===== src/rtl/uart_pkg.sv =====
// Shared types and timing helpers for the 8N1 UART core and its bit timer.
package uart_pkg;

    typedef enum logic [1:0] {
        TX_IDLE,
        TX_START,
        TX_DATA,
        TX_STOP
    } txState_e;

    typedef enum logic [1:0] {
        RX_IDLE,
        RX_START,
        RX_DATA,
        RX_STOP
    } rxState_e;

    // Number of system clock cycles spent on one serial bit.
    function automatic int bitCycles(input int clockFrequency, input int baudRate);
        return clockFrequency / baudRate;
    endfunction

    // Offset from a start edge to the middle of the start bit.
    function automatic int halfBit(input int cycles);
        return cycles / 2;
    endfunction

endpackage


===== src/rtl/uart_bit_timer.sv =====
// Down-counter that ticks once per bit period; a half load lets the receiver
// align its sampling point with the middle of each bit.
module uart_bit_timer
    import uart_pkg::*;
#(
    parameter int CYCLES = 1250
) (
    input  logic clk,
    input  logic rst,
    input  logic load_i,
    input  logic halfLoad_i,
    input  logic enable_i,
    output logic tick_o
);

    localparam int WIDTH = $clog2(CYCLES);
    localparam logic [WIDTH-1:0] FULL_RELOAD = WIDTH'(CYCLES - 1);
    localparam logic [WIDTH-1:0] HALF_RELOAD = WIDTH'(halfBit(CYCLES) - 1);

    logic [WIDTH-1:0] count_q;
    logic [WIDTH-1:0] count_d;

    // Loads take priority; while enabled the counter wraps to a full period on each tick.
    always_comb begin
        count_d = count_q;
        if (load_i) begin
            count_d = FULL_RELOAD;
        end else if (halfLoad_i) begin
            count_d = HALF_RELOAD;
        end else if (enable_i) begin
            if (count_q == '0) begin
                count_d = FULL_RELOAD;
            end else begin
                count_d = count_q - 1'b1;
            end
        end
    end

    // Counter register.
    always_ff @(posedge clk) begin
        if (rst) begin
            count_q <= '0;
        end else begin
            count_q <= count_d;
        end
    end

    assign tick_o = enable_i && (count_q == '0);

endmodule


===== src/rtl/uart_core.sv =====
// Full-duplex 8N1 UART: one transmitter and one receiver on a shared clock,
// with sticky new-value and error flags for the received byte.
module uart_core
    import uart_pkg::*;
#(
    parameter int clock_frequency = 12000000,
    parameter int baud_rate       = 9600
) (
    input  logic       clk,
    input  logic       rst,
    input  logic       rx,
    output logic       tx,
    input  logic       clear,
    input  logic       start_transmit,
    input  logic [7:0] data_to_send,
    output logic       busy,
    output logic       error,
    output logic       new_value,
    output logic [7:0] recvd_data
);

    localparam int BIT_CYCLES = bitCycles(clock_frequency, baud_rate);

    txState_e   txState_q, txState_d;
    logic [7:0] txShift_q, txShift_d;
    logic [2:0] txBitCount_q, txBitCount_d;
    logic       txLine_q, txLine_d;
    logic       txLoad, txEnable, txTick;

    rxState_e   rxState_q, rxState_d;
    logic [7:0] rxShift_q, rxShift_d;
    logic [2:0] rxBitCount_q, rxBitCount_d;
    logic [7:0] recvd_q, recvd_d;
    logic       newValue_q, newValue_d;
    logic       error_q, error_d;
    logic       rxMeta_q, rxSync_q, rxPrev_q;
    logic       rxHalfLoad, rxEnable, rxTick;

    uart_bit_timer #(.CYCLES(BIT_CYCLES)) txTimer (
        .clk        (clk),
        .rst        (rst),
        .load_i     (txLoad),
        .halfLoad_i (1'b0),
        .enable_i   (txEnable),
        .tick_o     (txTick)
    );

    uart_bit_timer #(.CYCLES(BIT_CYCLES)) rxTimer (
        .clk        (clk),
        .rst        (rst),
        .load_i     (1'b0),
        .halfLoad_i (rxHalfLoad),
        .enable_i   (rxEnable),
        .tick_o     (rxTick)
    );

    // Transmit sequencing; the next line level is computed alongside the state so tx is a clean flop output.
    always_comb begin
        txState_d    = txState_q;
        txShift_d    = txShift_q;
        txBitCount_d = txBitCount_q;
        txLine_d     = txLine_q;
        txLoad       = 1'b0;
        txEnable     = (txState_q != TX_IDLE);
        case (txState_q)
            TX_IDLE: begin
                txLine_d = 1'b1;
                if (start_transmit) begin
                    txState_d = TX_START;
                    txShift_d = data_to_send;
                    txLoad    = 1'b1;
                    txLine_d  = 1'b0;
                end
            end
            TX_START: begin
                if (txTick) begin
                    txState_d    = TX_DATA;
                    txBitCount_d = 3'd0;
                    txLine_d     = txShift_q[0];
                end
            end
            TX_DATA: begin
                if (txTick) begin
                    if (txBitCount_q == 3'd7) begin
                        txState_d = TX_STOP;
                        txLine_d  = 1'b1;
                    end else begin
                        txBitCount_d = txBitCount_q + 3'd1;
                        txShift_d    = {1'b0, txShift_q[7:1]};
                        txLine_d     = txShift_q[1];
                    end
                end
            end
            TX_STOP: begin
                if (txTick) begin
                    txState_d = TX_IDLE;
                end
            end
            default: txState_d = TX_IDLE;
        endcase
    end

    // Transmit state registers; reset forces the line idle on the very next cycle.
    always_ff @(posedge clk) begin
        if (rst) begin
            txState_q    <= TX_IDLE;
            txShift_q    <= '0;
            txBitCount_q <= '0;
            txLine_q     <= 1'b1;
        end else begin
            txState_q    <= txState_d;
            txShift_q    <= txShift_d;
            txBitCount_q <= txBitCount_d;
            txLine_q     <= txLine_d;
        end
    end

    // Two-flop synchronizer on the asynchronous serial input, plus a delayed copy for edge detection.
    always_ff @(posedge clk) begin
        if (rst) begin
            rxMeta_q <= 1'b1;
            rxSync_q <= 1'b1;
            rxPrev_q <= 1'b1;
        end else begin
            rxMeta_q <= rx;
            rxSync_q <= rxMeta_q;
            rxPrev_q <= rxSync_q;
        end
    end

    // Receive sequencing and flag handling; a completing byte overrides a simultaneous clear.
    always_comb begin
        rxState_d    = rxState_q;
        rxShift_d    = rxShift_q;
        rxBitCount_d = rxBitCount_q;
        recvd_d      = recvd_q;
        newValue_d   = newValue_q;
        error_d      = error_q;
        rxHalfLoad   = 1'b0;
        rxEnable     = (rxState_q != RX_IDLE);
        if (clear) begin
            newValue_d = 1'b0;
            error_d    = 1'b0;
        end
        case (rxState_q)
            RX_IDLE: begin
                if (rxPrev_q && !rxSync_q) begin
                    rxState_d  = RX_START;
                    rxHalfLoad = 1'b1;
                end
            end
            RX_START: begin
                if (rxTick) begin
                    if (rxSync_q) begin
                        rxState_d = RX_IDLE;
                    end else begin
                        rxState_d    = RX_DATA;
                        rxBitCount_d = 3'd0;
                    end
                end
            end
            RX_DATA: begin
                if (rxTick) begin
                    rxShift_d = {rxSync_q, rxShift_q[7:1]};
                    if (rxBitCount_q == 3'd7) begin
                        rxState_d = RX_STOP;
                    end else begin
                        rxBitCount_d = rxBitCount_q + 3'd1;
                    end
                end
            end
            RX_STOP: begin
                if (rxTick) begin
                    rxState_d = RX_IDLE;
                    if (rxSync_q) begin
                        recvd_d    = rxShift_q;
                        newValue_d = 1'b1;
                        if (newValue_q && !clear) begin
                            error_d = 1'b1;
                        end
                    end else begin
                        error_d = 1'b1;
                    end
                end
            end
            default: rxState_d = RX_IDLE;
        endcase
    end

    // Receive state and result registers.
    always_ff @(posedge clk) begin
        if (rst) begin
            rxState_q    <= RX_IDLE;
            rxShift_q    <= '0;
            rxBitCount_q <= '0;
            recvd_q      <= '0;
            newValue_q   <= 1'b0;
            error_q      <= 1'b0;
        end else begin
            rxState_q    <= rxState_d;
            rxShift_q    <= rxShift_d;
            rxBitCount_q <= rxBitCount_d;
            recvd_q      <= recvd_d;
            newValue_q   <= newValue_d;
            error_q      <= error_d;
        end
    end

    assign tx         = txLine_q;
    assign busy       = (txState_q != TX_IDLE) || (rxState_q != RX_IDLE);
    assign error      = error_q;
    assign new_value  = newValue_q;
    assign recvd_data = recvd_q;

endmodule


===== config.mk =====
export PLATFORM = sky130hd
export DESIGN_NAME = uart_core
export DESIGN_NICKNAME = d
export VERILOG_FILES = /design/src/rtl/uart_pkg.sv /design/src/rtl/uart_bit_timer.sv /design/src/rtl/uart_core.sv
export SDC_FILE = /design/constraint.sdc
export NUM_CORES = 1
export LEC_CHECK = 0
export BUFFER_PORTS_ARGS = -buffer_cell sky130_fd_sc_hd__buf_2
export CAP_MARGIN = 25
export CELL_PAD_IN_SITES_DETAIL_PLACEMENT = 2
export CELL_PAD_IN_SITES_GLOBAL_PLACEMENT = 2
export CORE_UTILIZATION = 25
export DETAILED_ROUTE_END_ITERATION = 8
export MAX_ROUTING_LAYER = met4
export PLACE_DENSITY_LB_ADDON = 0.05
export RECOVER_POWER = 25
export SYNTH_ARGS = -nofsm -noshare
export SYNTH_HDL_FRONTEND = slang
export SYNTH_SLANG_ARGS = --single-unit

===== constraint.sdc =====
create_clock -name clk -period 3.3 [get_ports clk]
set_clock_uncertainty 0.05 [all_clocks]
set_input_delay 0 -clock clk [delete_from_list [all_inputs] [get_ports clk]]
set_output_delay 0 -clock clk [all_outputs]
set_load 0.02 [all_outputs]

==> flow_metrics.env, run 1 <==
export IMPL_ios=25
export IMPL_multi_input_area_um2=1653
export IMPL_setup_slack_ns=0.7609
export IMPL_avgSynthCellArea_um2=8.609
export IMPL_track_usage=0.1524
export IMPL_route_detailed_drc=2
export IMPL_rsz0062_at_grt="no"
export IMPL_die_h_um=111.9
export IMPL_dieArea_um2=12530
export IMPL_rrSetupSlack_ns=0.76
export IMPL_fmax_mhz=393.8
export IMPL_ctsHoldBuffers=11
export IMPL_crit_chain="nor4_1 -> nand4b_4 -> or4b_1 -> o211ai_1"
export IMPL_post_cts_buffers=0
export IMPL_num_antenna_cells=0
export IMPL_wire_per_inst_um=16.02
export IMPL_hold_path_class="input pin to flop"
export IMPL_synth_ff_type="dfxtp_1"
export IMPL_gp_congestion=0.7251
export IMPL_grt_max_degree=33
export IMPL_die_width_um=111.9
export IMPL_cp_start_kind="flop"
export IMPL_synth_most_common_cell="dfxtp_1"
export IMPL_leakagePower_nw=1.294
export IMPL_clkTransAtPathRegs_ns=0.05
export IMPL_synth_top_cell_by_area="dfxtp_1"
export IMPL_async_flop_share=0
export IMPL_cts_buffers=9
export IMPL_relSlewSlack=0.005927
export IMPL_clkSinkCount=62
export IMPL_fin_nets=405
export IMPL_cpMaxStageDelayCell="nor4_1"
export IMPL_grt_pass1_vias=2876
export IMPL_crit_family="simple AND/OR/NAND/NOR gates"
export IMPL_worstPathArrival_ns=2.73
export IMPL_port_buffer_count=24
export IMPL_vias=2720
export IMPL_timing_hold_violations_final=0
export IMPL_ant_nets=0
export IMPL_setup_viol=0
export IMPL_synth_commonest_cells="dfxtp_1, a21oi_1, nand2_1, nor2_1, nand3_1"
export IMPL_criticalPathCategory="flop to flop"
export IMPL_first_iter_violations=59
export IMPL_status="finished with violations"
export IMPL_cts_htree_levels=3
export IMPL_rows=39
export IMPL_powerDensity_nw_per_um2=731.7
export IMPL_drv_slew=0
export IMPL_synth_area_top_cells="dfxtp_1, a21oi_1, ha_1"
export IMPL_max_stage_delay_ns=1.07
export IMPL_timing_critical_path_buf_inv=0
export IMPL_wirelength_um=8441
export IMPL_synth_edf_count=0
export IMPL_viasPerCell=5.161
export IMPL_regArea_um2=1241
export IMPL_netlist_area_um2=3022
export IMPL_synth_cell_types=50
export IMPL_drive_above_1_share=0.1016
export IMPL_antenna_found_initial=0
export IMPL_endpoint_kind="flop"
export IMPL_cts_root_buf="clkbuf_16"
export IMPL_core_region_area_um2=11610
export IMPL_tritoncts="done"
export IMPL_place_detailed_hpwl_um=5879
export IMPL_synth_fp_nets=375
export IMPL_fin_crit_sh=0.7694
export IMPL_finalSetupTns_ns=0
export IMPL_netlist_area_leader_share=0.4108
export IMPL_area_growth_pct=18.76
export IMPL_ys_seq_area_frac=0.4108
export IMPL_start_util=0.2602
export IMPL_drt_pass1_iter_count=6
export IMPL_ir_drop_mv=0.2524
export IMPL_insertion_delay_ns=0.34
export IMPL_synth_seq_cells=62
export IMPL_overflow=0
export IMPL_fin_util=0.3090
export IMPL_grt_pass1_wl_um=14390
export IMPL_drv_cap=1
export IMPL_worstMarginPinSlew_ns=1.491
export IMPL_fillers=1343
export IMPL_place_ws_ns=0.8337
export IMPL_ctsResizeCount=0
export IMPL_critPathMaxFanout=7
export IMPL_yosys_warnings=0
export IMPL_violations="DRC, capacitance limit"
export IMPL_synthCells=351
export IMPL_fin_crit_ns=2.539
export IMPL_cts_buffer_depth=2
export IMPL_required_ns=3.49
[where the power goes]
group          leakage [nW]  internal (W)  switching, W
Combinational         0.660      0.000315      0.000495
Clock                 0.128      0.000517      0.000335
Sequential            0.506      0.000851      0.000113
Total                  1.29       0.00168      0.000943
[tightest hold or removal path, stage by stage]
cell and delay, ns:
dlygate4sd3_1 0.53, buf_2 0.09, or2_2 0.10
[layout by cell type (no fill, tap or decap), types with 2 or more instances in the layout]
cell           netlist  final
ha_1                11     11
xnor2_1              2      2
and3_1               3      3
dfxtp_1             62     62
nand2b_1             7      7
clkbuf_1            11     15
nor3_2               2      2
or4b_1               2      2
nor2_1              25     25
nand4b_1             2      2
nand3_1             23     23
a21oi_1             40     40
clkinv_2             0      2
nor4_1               3      4
buf_2                3     11
o2111ai_1            3      3
or4_1                2      2
nor3_1              15     15
dlygate4sd3_1        0     11
a31oi_1              2      2
nand4_1              7      7
a211oi_1            12     12
xor2_1               7      7
or3_1                8      8
o21ai_0             10     10
nand3b_1             3      3
a311oi_1             2      2
or2_2                5      5
nor2b_1              4      4
nand2_1             36     36
mux2i_1              8      8
inv_1                6      6
clkbuf_16            0      9
nor3b_1              2      2
buf_4                4      3
[logic make-up after synthesis]
family | after synthesis | synth area share
fa+ha+maj | 11 | 0.04555
simple gates | 160 | 0.3035
compound gates | 76 | 0.1503
mux | 8 | 0.02650
flops | 62 | 0.4108
buf+inv | 25 | 0.03726
xor+xnor | 9 | 0.02609
[area by class of cell]
class / count / share of cell area
Multi-Input combinational cell: 264 / 0.4606
Clock inverter: 2 / 0.002789
Sequential cell: 62 / 0.3459
Inverter: 6 / 0.006276
Timing Repair Buffer: 38 / 0.06590
Clock buffer: 12 / 0.06869
Tap cell: 143 / 0.04986
[final timing paths]
path | start | end | depth (start not counted)
min reg2reg | rxMeta_q | rxSync_q | 1
min | rx | rxMeta_q | 3
max reg2reg | txTimer.count_q[5] | txState_q[1] | 4
max | txTimer.count_q[5] | txState_q[1] | 4
[flip-flops by register name, summed over array words and instances (netlist names), named ones only]
signal / cells
error: 1
new_value: 1
recvd_data: 8
rxBitCount_q: 3
rxMeta_q: 1
rxPrev_q: 1
rxShift_q: 8
rxState_q: 1
rxSync_q: 1
rxTimer.count_q: 11
tx: 1
txBitCount_q: 3
txShift_q: 8
txState_q: 2
txTimer.count_q: 11
[routing by layer]
layer  part of all wire  vias up  GRT usage
met5                  0        -          -
met4              0.022        0    0.07467
met3              0.024       14    0.03593
met2               0.48       22     0.2406
met1               0.47     1351     0.1820
li1                   -     1333          -
[per-stage QoR]
step | hold WS, ns | instance area (µm²) | instances | power [W]
5_1_grt | 0.3749 | 3588 | 527 | 0.002820
4_1_cts | 0.1482 | 3620 | 527 | 0.002704
3_5_place_dp | 0.1658 | 3253 | 502 | 0.001815
6_report | 0.3636 | 3588 | 527 | 0.002626
3_3_place_gp | 0.1619 | 3253 | 502 | 0.001808
2_1_floorplan | 0.05381 | 3022 | 351 | 0.001599
Note: power is estimated with default switching activity, not from simulation.
==> run 2, diff against run 1 <==
==> constraint.sdc (replaced) <==
create_clock -name clk -period 2.1 [get_ports clk]
set_clock_uncertainty 0.05 [all_clocks]
set_input_delay 0 -clock clk [delete_from_list [all_inputs] [get_ports clk]]
set_output_delay 0 -clock clk [all_outputs]
set_load 0.02 [all_outputs]
==> run 2 against run 1 <==
Compared with the run above: the flow finishes with violations (DRC); utilization up 2.2 points; design area up 7.0%; maximum frequency up 29%; sequential power up 59%; non-clock buffer count up 18; clock power up 96%; largest power group is now the clock network; power up 76%; register-to-register slack worse by 0.63 ns; die area unchanged; sequential cell count unchanged; sequential share of layout area down 2.3 points; routed wire length up 4.7%.
==> flow_metrics.env, run 2 (synthesized netlist as in run 1, its figures left out) <==
export IMPL_combPwrFrac=0.308
export IMPL_ant_nets=0
export IMPL_drv_cap=0
export IMPL_p_seq_frac=0.331
export IMPL_cts_root_buf="clkbuf_16"
export IMPL_cts_buffers=9
export IMPL_rows=39
export IMPL_hold_start="data_to_send[5]"
export IMPL_fin_hold_ws_ns=0.01137
export IMPL_endpoint_kind="flop"
export IMPL_wirelength_um=8838
export IMPL_first_iter_violations=73
export IMPL_cts_buffer_depth=2
export IMPL_core_region_area_um2=11610
export IMPL_antenna_found_initial=0
export IMPL_route_detailed_drc=2
export IMPL_timing_critical_path_buf_inv=1
export IMPL_final_cells=548
export IMPL_track_usage=0.1595
export IMPL_leakagePower_nw=1.435
export IMPL_overflow=0
export IMPL_die_h_um=111.9
export IMPL_ir_drop_mv=0.6354
export IMPL_area_growth_pct=27.08
export IMPL_worstPathArrival_ns=2.16
export IMPL_setup_viol=0
export IMPL_num_antenna_cells=0
export IMPL_die_width_um=111.9
export IMPL_max_stage_delay_ns=0.38
export IMPL_crit_chain="inv_1 -> ha_1 -> nor4bb_4 -> and4b_1 -> nor3_1 -> a211oi_1"
export IMPL_powerDensity_nw_per_um2=1205
export IMPL_fin_crit_sh=0.9376
export IMPL_fmax_mhz=507.9
export IMPL_grt_pass1_vias=3031
export IMPL_violations="DRC"
export IMPL_criticalPathCategory="flop to flop"
export IMPL_crit_family="simple AND/OR/NAND/NOR gates"
export IMPL_status="finished with violations"
export IMPL_start_util=0.2602
export IMPL_fillers=1338
export IMPL_whs_endpoint="txShift_q[5]"
export IMPL_place_detailed_hpwl_um=6330
export IMPL_p_sw_frac=0.3340
export IMPL_cts_htree_levels=3
export IMPL_clkTransAtPathRegs_ns=0.05
export IMPL_relSlewSlack=0.6257
export IMPL_post_cts_buffers=0
export IMPL_grt_pass1_wl_um=15150
export IMPL_drive_above_1_share=0.1580
export IMPL_viasPerCell=5.077
export IMPL_timing_hold_violations_final=0
export IMPL_gp_congestion=0.7007
export IMPL_internal_power_w=0.003081
export IMPL_timing_rr_end="txShift_q[0]"
export IMPL_wire_per_inst_um=16.13
export IMPL_dp_cells=521
export IMPL_clkSinkCount=62
export IMPL_final_cell_mix="dfxtp_1, a21oi_1, nand2_1"
export IMPL_insertion_delay_ns=0.33
export IMPL_worstRegToRegCells=6
export IMPL_reg_top3="rxTimer.count_q (11), txTimer.count_q (11)"
export IMPL_worstMarginPinSlew_ns=0.5572
export IMPL_fin_util=0.3306
export IMPL_rrSetupSlack_ns=0.13
export IMPL_fin_crit_ns=1.969
export IMPL_final_common_cell="dfxtp_1"
export IMPL_p_switching_w=0.001545
export IMPL_drv_slew=0
export IMPL_vias=2782
export IMPL_cp_start_kind="flop"
export IMPL_required_ns=2.29
export IMPL_grt_max_degree=27
export IMPL_fin_nets=424
export IMPL_port_buffer_count=24
export IMPL_r2r_start="txState_q[0]"
export IMPL_hold_path_class="input pin to flop"
export IMPL_drt_pass1_iter_count=6
export IMPL_ios=25
export IMPL_clockPowerShare=0.362
export IMPL_critPathMaxFanout=6
export IMPL_tritoncts="done"
export IMPL_cpMaxStageDelayCell="nor4bb_4"
export IMPL_min_path_cells=3
export IMPL_dieArea_um2=12530
==> run 2: cell count changes in the layout (fill, tap and decap cells not counted), moves of 2 or more <==
cell	change
bufinv_16	+2
clkbuf_8	+2
buf_2	+2
buf_4	+17
==> run 2: what timing repair did <==
item / in CTS / in global routing
hold buffers: 10 / 0
setup endpoints to repair: 0 / 9
resized for setup: 0 / 3
hold endpoints to repair: 11 / 0
==> run 2: layer usage <==
layer	up-vias	GRT usage	routed length, µm
li1	1374	-	-
met2	21	0.2658	4347
met4	0	0.05333	136
met5	-	-	0
met3	12	0.04790	249
met1	1375	0.1821	4104
==> run 2: worst max-delay path by stage <==
stage | from | slack (ns) | cells after the start | end
after CTS | txBitCount_q[0] | 0.04 | 6 | txShift_q[5]
after global placement | rxBitCount_q[0] | 0.06 | 6 | rxBitCount_q[0]
after detailed placement | rxBitCount_q[0] | 0.09 | 6 | rxBitCount_q[0]
after floorplan | txState_q[0] | 0.32 | 7 | txTimer.count_q[9]
after global routing | txState_q[0] | -0.02 | 6 | txShift_q[0]
final | txState_q[0] | 0.13 | 6 | txShift_q[0]
==> run 2: worst reg2reg max path, delay by kind of cell, from the launching register on <==
family / cells / cell delay (ns)
adders and majority gates: 1 / 0.30
buffers and inverters: 1 / 0.10
DFF: 1 / 0.36
and+or+nand+nor: 3 / 0.84
AOI/OAI and AO/OA: 1 / 0.22
==> run 2: layout make-up <==
type | count | area [µm²] | share of cell area
clock buffer | 13 | 270.3 | 0.07038
clock inverter | 3 | 65.06 | 0.01694
inverter | 6 | 22.52 | 0.005865
multi-input combinational | 265 | 1698 | 0.4422
sequential | 62 | 1241 | 0.3232
tap | 143 | 178.9 | 0.04660
timing repair buffer | 56 | 364.1 | 0.09482
==> run 2: through the flow <==
stage	setup slack [ns]	area, µm²	TNS (ns)	total power (W)
3_5_place_dp	0.08873	3396	0	0.002967
6_report	0.1310	3840	0	0.004626
3_3_place_gp	0.06367	3396	0	0.002942
2_1_floorplan	0.3240	3022	0	0.002513
5_1_grt	-0.01949	3840	-0.03608	0.004934
4_1_cts	0.04433	3831	0	0.004702
==> run 2: power by group through the flow <==
stage	clock, W	sequential (W)	combinational, W
after CTS	0.00173	0.00153	0.00144
final	0.00167	0.00153	0.00142
after global placement	0	0.00155	0.00140
after floorplan	0	0.00151	0.00100
after global routing	0.00177	0.00156	0.00160
after detailed placement	0	0.00155	0.00142
